## config.mk

```make
export PLATFORM = sky130hd
export DESIGN_NAME = rf_wb_arbiter
export DESIGN_NICKNAME = d
export VERILOG_FILES = /design/src/rtl/rf_wb_arbiter_pkg.sv /design/src/rtl/rf_scoreboard.sv /design/src/rtl/rf_wb_arbiter.sv
export SDC_FILE = /design/constraint.sdc
export NUM_CORES = 1
export LEC_CHECK = 0
export ABC_AREA = 1
export BUFFER_PORTS_ARGS = -buffer_cell sky130_fd_sc_hd__buf_2
export CAP_MARGIN = 20
export CORE_MARGIN = 2
export CORE_UTILIZATION = 52
export CTS_CLUSTER_DIAMETER = 100
export DETAILED_ROUTE_END_ITERATION = 6
export GPL_TIMING_DRIVEN = 1
export PLACE_DENSITY = 0.9
export SLEW_MARGIN = 30
export SYNTH_ARGS = -nofsm -noshare
export SYNTH_HDL_FRONTEND = slang
export SYNTH_SLANG_ARGS = --single-unit
```

## constraint.sdc

```tcl
create_clock -name clk_i -period 1.95 [get_ports clk_i]
set_input_delay 0.0975 -clock clk_i [delete_from_list [all_inputs] [get_ports clk_i]]
set_output_delay 0.0975 -clock clk_i [all_outputs]
set_load 0.02 [all_outputs]
```

## src/rtl/rf_wb_arbiter_pkg.sv

```systemverilog
// rtl/rf_wb_arbiter_pkg.sv - shared register-file defines, types and helpers
// for the write-back arbiter slice.
`ifndef RF_WB_DEFINES
`define RF_WB_DEFINES
`define GPR_NUM 32
`define GPR_WIDTH 32
`define GPR_ADDR_SPACE 5
`define RF_STARVE_MAX 3
`endif

package rf_wb_arbiter_pkg;

  localparam int GPR_NUM   = `GPR_NUM;
  localparam int GPR_WIDTH = `GPR_WIDTH;
  localparam int GPR_AW    = `GPR_ADDR_SPACE;

  typedef logic [GPR_AW-1:0]    gpr_addr_t;
  typedef logic [GPR_WIDTH-1:0] gpr_data_t;
  typedef logic [GPR_NUM-1:0]   gpr_mask_t;

  // x0 is hardwired zero, so it never maps to a mask bit
  function automatic gpr_mask_t addr_onehot(input gpr_addr_t a);
    gpr_mask_t v;
    v    = '0;
    v[a] = (a != '0);
    return v;
  endfunction

endpackage

```

## src/rtl/rf_scoreboard.sv

```systemverilog
// rtl/rf_scoreboard.sv - pending-write bits for long-latency destinations,
// with set-over-clear priority and three combinational read ports.
import rf_wb_arbiter_pkg::*;

module rf_scoreboard (
  input  logic              i_clk,
  input  logic              i_rst,
  input  logic              i_set_en,
  input  logic [GPR_AW-1:0] i_set_addr,
  input  logic              i_clr_en,
  input  logic [GPR_AW-1:0] i_clr_addr,
  input  logic [GPR_AW-1:0] i_rs1_addr,
  input  logic [GPR_AW-1:0] i_rs2_addr,
  input  logic [GPR_AW-1:0] i_rd_addr,
  output logic              o_rs1_pend,
  output logic              o_rs2_pend,
  output logic              o_rd_pend,
  output logic              o_full
);

  gpr_mask_t r_pend;
  gpr_mask_t w_set_mask;
  gpr_mask_t w_clr_mask;
  gpr_mask_t w_pend_nxt;

  always_comb begin
    w_set_mask = i_set_en ? addr_onehot(i_set_addr) : '0;
    w_clr_mask = i_clr_en ? addr_onehot(i_clr_addr) : '0;
    // a new issue to the same register outranks the returning write
    w_pend_nxt = (r_pend & ~w_clr_mask) | w_set_mask;
  end

  always_ff @(posedge i_clk) begin
    if (i_rst) begin
      r_pend <= '0;
    end else begin
      r_pend <= w_pend_nxt;
    end
  end

  assign o_rs1_pend = r_pend[i_rs1_addr];
  assign o_rs2_pend = r_pend[i_rs2_addr];
  assign o_rd_pend  = r_pend[i_rd_addr];
  assign o_full     = &r_pend[GPR_NUM-1:1];

endmodule

```

## src/rtl/rf_wb_arbiter.sv

```systemverilog
// rtl/rf_wb_arbiter.sv - single regfile write port shared by the pipeline WB
// path (A, priority) and the long-latency unit (B, starvation-bounded).
import rf_wb_arbiter_pkg::*;

module rf_wb_arbiter #(
  parameter int STARVE_MAX = `RF_STARVE_MAX
) (
  input  logic                 clk_i,
  input  logic                 rst_i,
  input  logic                 iss_valid_i,
  input  logic                 iss_long_i,
  input  logic [GPR_AW-1:0]    iss_rs1_addr_i,
  input  logic [GPR_AW-1:0]    iss_rs2_addr_i,
  input  logic [GPR_AW-1:0]    iss_rd_addr_i,
  output logic                 stall_o,
  input  logic                 a_valid_i,
  input  logic [GPR_AW-1:0]    a_rd_addr_i,
  input  logic [GPR_WIDTH-1:0] a_rd_val_i,
  output logic                 a_ready_o,
  input  logic                 b_valid_i,
  input  logic [GPR_AW-1:0]    b_rd_addr_i,
  input  logic [GPR_WIDTH-1:0] b_rd_val_i,
  output logic                 b_ready_o,
  output logic                 rd_we_o,
  output logic [GPR_AW-1:0]    rd_addr_o,
  output logic [GPR_WIDTH-1:0] rd_val_o
);

  localparam int CW = (STARVE_MAX > 0) ? $clog2(STARVE_MAX + 1) : 1;
  localparam logic [CW-1:0] STARVE_LIM = CW'(STARVE_MAX);

  logic [CW-1:0]    r_starve_cnt;
  logic             r_rd_we;
  gpr_addr_t        r_rd_addr;
  gpr_data_t        r_rd_val;

  logic             w_b_force;
  logic             w_a_grant;
  logic             w_b_grant;
  logic             w_rs1_pend;
  logic             w_rs2_pend;
  logic             w_rd_pend;
  logic             w_full;
  logic             w_stall;
  logic             w_set_en;

  // grants double as readys; gating on valid keeps them mutually exclusive
  always_comb begin
    w_b_force = b_valid_i && (r_starve_cnt == STARVE_LIM);
    w_a_grant = !rst_i && a_valid_i && !w_b_force;
    w_b_grant = !rst_i && b_valid_i && !w_a_grant;
  end

  assign a_ready_o = w_a_grant;
  assign b_ready_o = w_b_grant;

  always_ff @(posedge clk_i) begin
    if (rst_i) begin
      r_starve_cnt <= '0;
    end else if (!b_valid_i || w_b_grant) begin
      r_starve_cnt <= '0;
    end else if (r_starve_cnt != STARVE_LIM) begin
      r_starve_cnt <= r_starve_cnt + CW'(1);
    end
  end

  always_ff @(posedge clk_i) begin
    if (rst_i) begin
      r_rd_we   <= 1'b0;
      r_rd_addr <= '0;
      r_rd_val  <= '0;
    end else if (w_a_grant) begin
      r_rd_we   <= (a_rd_addr_i != '0);
      r_rd_addr <= a_rd_addr_i;
      r_rd_val  <= a_rd_val_i;
    end else if (w_b_grant) begin
      r_rd_we   <= (b_rd_addr_i != '0);
      r_rd_addr <= b_rd_addr_i;
      r_rd_val  <= b_rd_val_i;
    end else begin
      r_rd_we   <= 1'b0;
    end
  end

  assign rd_we_o   = r_rd_we;
  assign rd_addr_o = r_rd_addr;
  assign rd_val_o  = r_rd_val;

  always_comb begin
    w_stall  = iss_valid_i &&
               (w_rs1_pend || w_rs2_pend || w_rd_pend || (iss_long_i && w_full));
    w_set_en = iss_valid_i && iss_long_i && !w_stall && (iss_rd_addr_i != '0);
  end

  assign stall_o = w_stall;

  rf_scoreboard u_scoreboard (
    .i_clk      (clk_i),
    .i_rst      (rst_i),
    .i_set_en   (w_set_en),
    .i_set_addr (iss_rd_addr_i),
    .i_clr_en   (w_b_grant),
    .i_clr_addr (b_rd_addr_i),
    .i_rs1_addr (iss_rs1_addr_i),
    .i_rs2_addr (iss_rs2_addr_i),
    .i_rd_addr  (iss_rd_addr_i),
    .o_rs1_pend (w_rs1_pend),
    .o_rs2_pend (w_rs2_pend),
    .o_rd_pend  (w_rd_pend),
    .o_full     (w_full)
  );

endmodule

```

* After elaboration in Yosys (flattened, before gate mapping)
Cells that the tools add are included.
** Operators by class
- $lt $le $gt $ge :: 6
- $add $sub $neg :: 1
- Muxes and demuxes :: 18
- Eq/ne operators :: 2
- Bitwise operators :: 5
- Reductions and logical operators :: 27
** Operators by type and width (number)
- $mux 32 :: 4
- $and 32x32->32 :: 3
- $not 32->32 :: 1
- $or 32x32->32 :: 1
- $reduce_and 31->1 :: 1
- $lt 5x6->1 const B :: 4
- $bmux 1 s5 :: 3
- $reduce_bool 5->1 :: 3
- $logic_and 1x1->1 :: 12
- $demux 1 s5 :: 2
- $ge 5x1->1 const B :: 2
- $mux 5 :: 2
- $mux 1 :: 7
- $logic_not 1->1 :: 5
- $logic_or 1x1->1 :: 4
- $add 2x1->2 const B :: 1
- $eq 2x2->1 const B :: 1
- $ne 2x2->1 const B :: 1
- $reduce_bool 2->1 :: 1
- $reduce_or 2->1 :: 1
** Storage, ports and cells
- Output and inout port bits :: 41
- Logic and storage cells :: 64
- Bits in registers :: 72
- Bits of input ports :: 95

* Longest topological paths before layout
- Depth after elaboration :: 11
- Gate-level depth with buffers :: 15
- Depth with buffers taken out :: 12

* By module
A second synthesis with hierarchy kept.
** Second synthesis, totals
- Cells, all modules :: 769
- Area total of the unflattened synthesis :: 4629.4 um2
** Modules (own cells, without submodules)
- rf_scoreboard :: area an instance 2374.8 um2, cells an instance 412, times used 1, seq. area each 640.6 um2
- rf_wb_arbiter :: area an instance 2254.7 um2, cells an instance 357, times used 1, seq. area each 800.8 um2

* Worst setup path after synthesis
No wires, ideal clock.
- Path kind :: register to register
- From :: register r_starve_cnt[0]
- To :: register u_scoreboard.r_pend[30]
- Library setup time :: 0.132 ns
- Cell stages (with the launch flop) :: 12
- Required time :: 1.818 ns
- Clock period less this slack :: 1.818 ns
- Data arrival time :: 1.685 ns
- Slack :: 0.132 ns
- Path buffers :: 2
- Cell sequence :: dfxtp_1 ha_1 nand2_1 nand2_1 nor2_1 nor2_1 buf_4 nand2_1 or2_1 clkbuf_1 o21ai_0 a21oi_1
** On the way
- Longest elaborated chain between the ends :: 10
** RTL lines
- from (decl) :: RTL line rf_wb_arbiter.sv:32 : logic [CW-1:0] r_starve_cnt;
- from (signal assigned) :: RTL line rf_wb_arbiter.sv:63 : r_starve_cnt <= r_starve_cnt + CW'(1);
- $eq 2x2->1 :: RTL line rf_wb_arbiter.sv:49 : w_b_force = b_valid_i && (r_starve_cnt == STARVE_LIM);
- $logic_and 1x1->1 :: RTL line rf_wb_arbiter.sv:49
- $logic_not 1->1 :: RTL line rf_wb_arbiter.sv:50 : w_a_grant = !rst_i && a_valid_i && !w_b_force;
- $logic_and 1x1->1 :: RTL line rf_wb_arbiter.sv:50
- $logic_not 1->1 :: RTL line rf_wb_arbiter.sv:51 : w_b_grant = !rst_i && b_valid_i && !w_a_grant;
- $logic_and 1x1->1 :: RTL line rf_wb_arbiter.sv:51
- net b_ready_o :: RTL line rf_wb_arbiter.sv:23 : output logic b_ready_o,
- $mux 32 :: RTL line rf_scoreboard.sv:28 : w_clr_mask = i_clr_en ? addr_onehot(i_clr_addr) : '0;
- $not 32->32 :: RTL line rf_scoreboard.sv:30 : w_pend_nxt = (r_pend & ~w_clr_mask) | w_set_mask;
- $and 32x32->32 :: RTL line rf_scoreboard.sv:30
- $or 32x32->32 :: RTL line rf_scoreboard.sv:30
- to (signal assigned) :: RTL line rf_scoreboard.sv:37 : r_pend <= w_pend_nxt;
- to (decl) :: RTL line rf_scoreboard.sv:21 : gpr_mask_t r_pend;
The timed path passes the listed nets, and every way through them passes these cells.
A chain may end at the register's enable or synchronous reset.

* Worst setup path in the final report
- From :: register u_scoreboard.r_pend[22]
- To :: output stall_o
** On the way
- Longest elaborated chain between the ends :: 6
- Elaborated cells between the ends (all ways) :: 12
- Classes of those cells :: 6 x mux; 6 x reduce/logical
** RTL lines
- $bmux 1 s5 (on tied branches) :: RTL line rf_scoreboard.sv:41, rf_scoreboard.sv:42
- $mux 1 (on tied branches) :: RTL line rf_scoreboard.sv:41, rf_scoreboard.sv:42
- $logic_or 1x1->1 (2 in a row) :: RTL line rf_wb_arbiter.sv:91 : (w_rs1_pend || w_rs2_pend || w_rd_pend || (iss_long_i && w_full));
- $logic_or 1x1->1 * :: RTL line rf_wb_arbiter.sv:91
- $logic_and 1x1->1 * :: RTL line rf_wb_arbiter.sv:90 : w_stall = iss_valid_i &&
- to (decl) :: RTL line rf_wb_arbiter.sv:15 : output logic stall_o,
Mark *: on every way between the ends. The rest lies on a longest branch, timed or not. The select of a mux whose other input is x is not followed.

==> results.txt <==
In the final routed layout, each cell accounts on average for 15.0 um. The detailed-route wire length was 14300 um. The run finished with clean final reports. Pin count of the biggest net entering global routing: 47. The startpoint type of the worst setup path is a flip-flop. For the final routed database, the setup TNS stands at 0 ns. The portion of the clock cycle consumed by the worst path in the final layout was 0.966; the total power per unit cell area was 671 mW/mm^2. In this run, the number of DRC markers left after iteration 0 of detailed routing was 677.

Across the run, the number of max-cap violations was 0. The core region is 0.00830 mm^2. Clock-pin slew was measured on the worst setup and hold paths at 0.08 ns. For this block, wires on met1 add up to 5540 um. At the later pin of the worst-skew pair, clock insertion delay measures 0.35 ns. The clock period could shrink to 1.88 ns.

The combined area of all synthesized cells came out at 0.00448 mm^2. The tree built by TritonCTS fans out to 72 sinks. The final route contains 5447 vias. The clock arrives with 0.00616 ns of skew.

STA classifies the critical path endpoint as a primary output. Derived from the worst setup path, the maximum achievable clock frequency is 531 MHz. The die height was 96.8 um. The tools report the least setup slack across all paths after layout as 0.0665 ns. The logs give 1.79 ns for the arrival time of data at the critical path endpoint and 0.00936 mm^2 for the area of the die. The initialized floorplan defines 33 standard-cell rows.

0 antenna diodes ended up in the layout. The logs give 727 for the number of instances in the synthesized netlist and 2 for the clock tree buffer depth. Registers take 0.00146 mm^2. Headroom to the max-slew limit: 0.593. The class of the tightest hold or removal check was primary input to flip-flop. TritonCTS built the clock tree. The run gives 6 as the length of the first detailed-routing pass in iterations.

For the number of buffers inserted during clock tree synthesis, the log shows 9. Highest routed metal layer: met4. The all-layer global routing usage is 0.300.

STA puts the critical path data required time at 1.85 ns. The wire-length estimate of the detail-placed layout is 10200 um. The signed area change from the synthesized netlist to the final layout is 23.2%. The start point of the critical path is u_scoreboard.r_pend[22]$_SDFF_PP0_. Sum of met3 wire segment lengths after detailed routing: 1650 um. The effective utilization at floorplan is 0.539. The count of final max-slew check failures came out at 0. In this run the most critical hold path is launched from b_rd_val_i[2].

Clock tree root driver cell: sky130_fd_sc_hd__clkbuf_8. The die boundary width came out at 96.8 um. The count of H-tree levels built during CTS came out at 3. Number of unique standard cell types used by synthesis: 32.

The congestion estimate from routability-driven global placement came to 0.942. The maximum fanout along the worst path came out at 4. In this run, synthesis produced a sequential element count of 72. For this run the aggregate overflow at the end of global routing stands at 0. For this design the static power due to leakage is 2.40 nW.

Number of port buffers: 135. Setup repair after global routing could not meet its margin everywhere. The filler cells instantiated in the layout total 709. The share of final-layout standard cells stronger than drive strength 1 is 0.239. Averaged over all synthesized cells, the footprint is 6.16 um^2. In the routed design, unresolved DRC markers number 0. Synthesis produced a netlist with a net count of 823.

The tools report the beginning of the worst register-to-register path as r_starve_cnt[0]$_SDFFE_PP0P_. In this run the remaining antenna-violating nets after routing total 0. VDD sags by at most 0.552 mV.

At the pin with the least slew margin, the transition time is 0.609 ns. The proportion of synthesized chip area in sequential cells was 0.322; the average via count per standard cell was 5.68. The number of antenna violations at the first check in global routing was 0.

Timing analysis after detailed placement gives a worst setup slack of -0.000817 ns. For this run, the number of Yosys warnings is 0. The multi-input combinational cells in the finished layout cover a total of 0.00256 mm^2. The tools report the length of routed met2 wiring as 6710 um.

The logs give 945 for the layout net count and 136 for the count of boundary I/O pins. The number of global-route vias before repair came out at 4874. The wire length of the first global-routing pass is 23600 um. The logs give 0 for the hold violation count in the final report and 0 for the total setup violations reported at the end of the flow.

The critical path is of the flip-flop to primary output type.
[routing by layer]
| metal | vias up | track usage |
|---|---|---|
| met5 | - | 0 |
| met4 | 0 | 0.127 |
| li1 | 2660 | - |
| met1 | 2381 | 0.390 |
| met2 | 363 | 0.489 |
| met3 | 43 | 0.0564 |
[through the flow]
step | power (mW) | util | instances | area [um^2] | hold slack (ns)
finish | 3.70 | 0.665 | 959 | 5520 | 0.00289
global route | 3.84 | 0.665 | 959 | 5520 | 0.0127
CTS | 3.68 | 0.660 | 959 | 5480 | 0.000504
detailed placement | 2.34 | 0.625 | 937 | 5190 | 0.356
global placement | 2.33 | 0.625 | 937 | 5190 | 0.359
floorplan | 2.06 | - | 727 | 4480 | 0.248
[area by class of cell]
class | instances | area share
inverter | 58 | 0.0404
timing repair buffer | 157 | 0.164
sequential | 72 | 0.265
clock inverter | 4 | 0.0138
clock buffer | 12 | 0.0281
multi-input combinational | 551 | 0.465
tap | 105 | 0.0238
[layout by cell type, fill, tap and decap left out, types with 2 or more instances in the layout]
master                          Yosys  final
sky130_fd_sc_hd__a21oi_1           43     43
sky130_fd_sc_hd__a31oi_1           30     30
sky130_fd_sc_hd__buf_12             0      4
sky130_fd_sc_hd__buf_2             14    135
sky130_fd_sc_hd__buf_4              4     13
sky130_fd_sc_hd__bufinv_16          0      2
sky130_fd_sc_hd__clkbuf_8           0     11
sky130_fd_sc_hd__dfxtp_1           72     57
sky130_fd_sc_hd__dfxtp_2            0     15
sky130_fd_sc_hd__dlygate4sd3_1      0      4
sky130_fd_sc_hd__inv_1             54     54
sky130_fd_sc_hd__inv_2              3      3
sky130_fd_sc_hd__nand2_1          214    213
sky130_fd_sc_hd__nand2_2            1      2
sky130_fd_sc_hd__nand2_4            2      2
sky130_fd_sc_hd__nand3_1           58     57
sky130_fd_sc_hd__nand3_2            1      2
sky130_fd_sc_hd__nand4_1           31     31
sky130_fd_sc_hd__nor2_1            69     67
sky130_fd_sc_hd__nor2_2             3      5
sky130_fd_sc_hd__nor3_1             9      9
sky130_fd_sc_hd__o211ai_1           2      2
sky130_fd_sc_hd__o21ai_0           62     53
sky130_fd_sc_hd__o21ai_1           15     23
sky130_fd_sc_hd__o21ai_2            2      3
[synth_stat cells, drive strengths merged]
cell type / n / share of area
a21boi: 1 / 0.0017
a21oi: 43 / 0.048
nor3: 9 / 0.010
clkbuf: 20 / 0.017
ha: 1 / 0.0028
xor2: 1 / 0.0020
mux2i: 1 / 0.0022
o211ai: 2 / 0.0034
or2: 2 / 0.0028
nor4: 1 / 0.0014
nand4: 31 / 0.043
dfxtp: 72 / 0.32
inv: 58 / 0.050
nor2: 73 / 0.065
o31ai: 1 / 0.0017
nand2: 217 / 0.19
o21ai: 79 / 0.090
buf: 26 / 0.042
a31oi: 30 / 0.042
nand3: 59 / 0.067
[sequential cells by signal, summed over array words and instances, names as in the netlist]
signal and cells:
rd_addr_o 5, u_scoreboard.r_pend 32, rd_val_o 32, r_starve_cnt 2, rd_we_o 1
[cell families after synthesis]
kind of cell,after synthesis,share of synthesized area
multiplexers,1,0.00224
XOR/XNOR,1,0.00196
flip-flops,72,0.322
buffers and inverters,104,0.109
adder cells (fa/ha/maj),1,0.00280
AO/OA/AOI/OAI,156,0.187
AND/OR/NAND/NOR,392,0.375
[worst paths after layout]
kind                                             end  slack, ns  cells past startpoint
setup / recovery                             stall_o       0.07                      9
hold / removal              rd_val_o[2]$_SDFFE_PP0P_      0.003                      3
setup reg to reg  u_scoreboard.r_pend[12]$_SDFF_PP0_       0.07                      9
hold reg to reg            rd_val_o[30]$_SDFFE_PP0P_       0.47                      2
[worst max-delay path, cell delays in order (launching register included)]
cell	delay [ns]
sky130_fd_sc_hd__dfxtp_1	0.40
sky130_fd_sc_hd__inv_1	0.10
sky130_fd_sc_hd__o21ai_1	0.13
sky130_fd_sc_hd__nand3_1	0.09
sky130_fd_sc_hd__nand2_1	0.11
sky130_fd_sc_hd__nand2_1	0.06
sky130_fd_sc_hd__nand3_1	0.08
sky130_fd_sc_hd__o21ai_2	0.12
sky130_fd_sc_hd__a21boi_0	0.17
sky130_fd_sc_hd__buf_2	0.18
[where the power goes]
| group | leakage, nW | switching, mW | total, mW | internal, mW |
|---|---|---|---|---|
| clock | 0.113 | 0.563 | 1.36 | 0.793 |
| sequential | 0.596 | 0.0352 | 1.57 | 1.54 |
| combinational | 1.69 | 0.495 | 0.771 | 0.276 |
| total | 2.40 | 1.09 | 3.70 | 2.61 |
[what timing repair did]
item	CTS	global route
endpoints found under the hold margin	4	0
hold buffers	4	0
pin swaps	1	0
setup endpoints to repair	2	46
gates resized for setup	4	26
buffers inserted	2	0
Note: power is estimated with default switching activity, not from simulation.
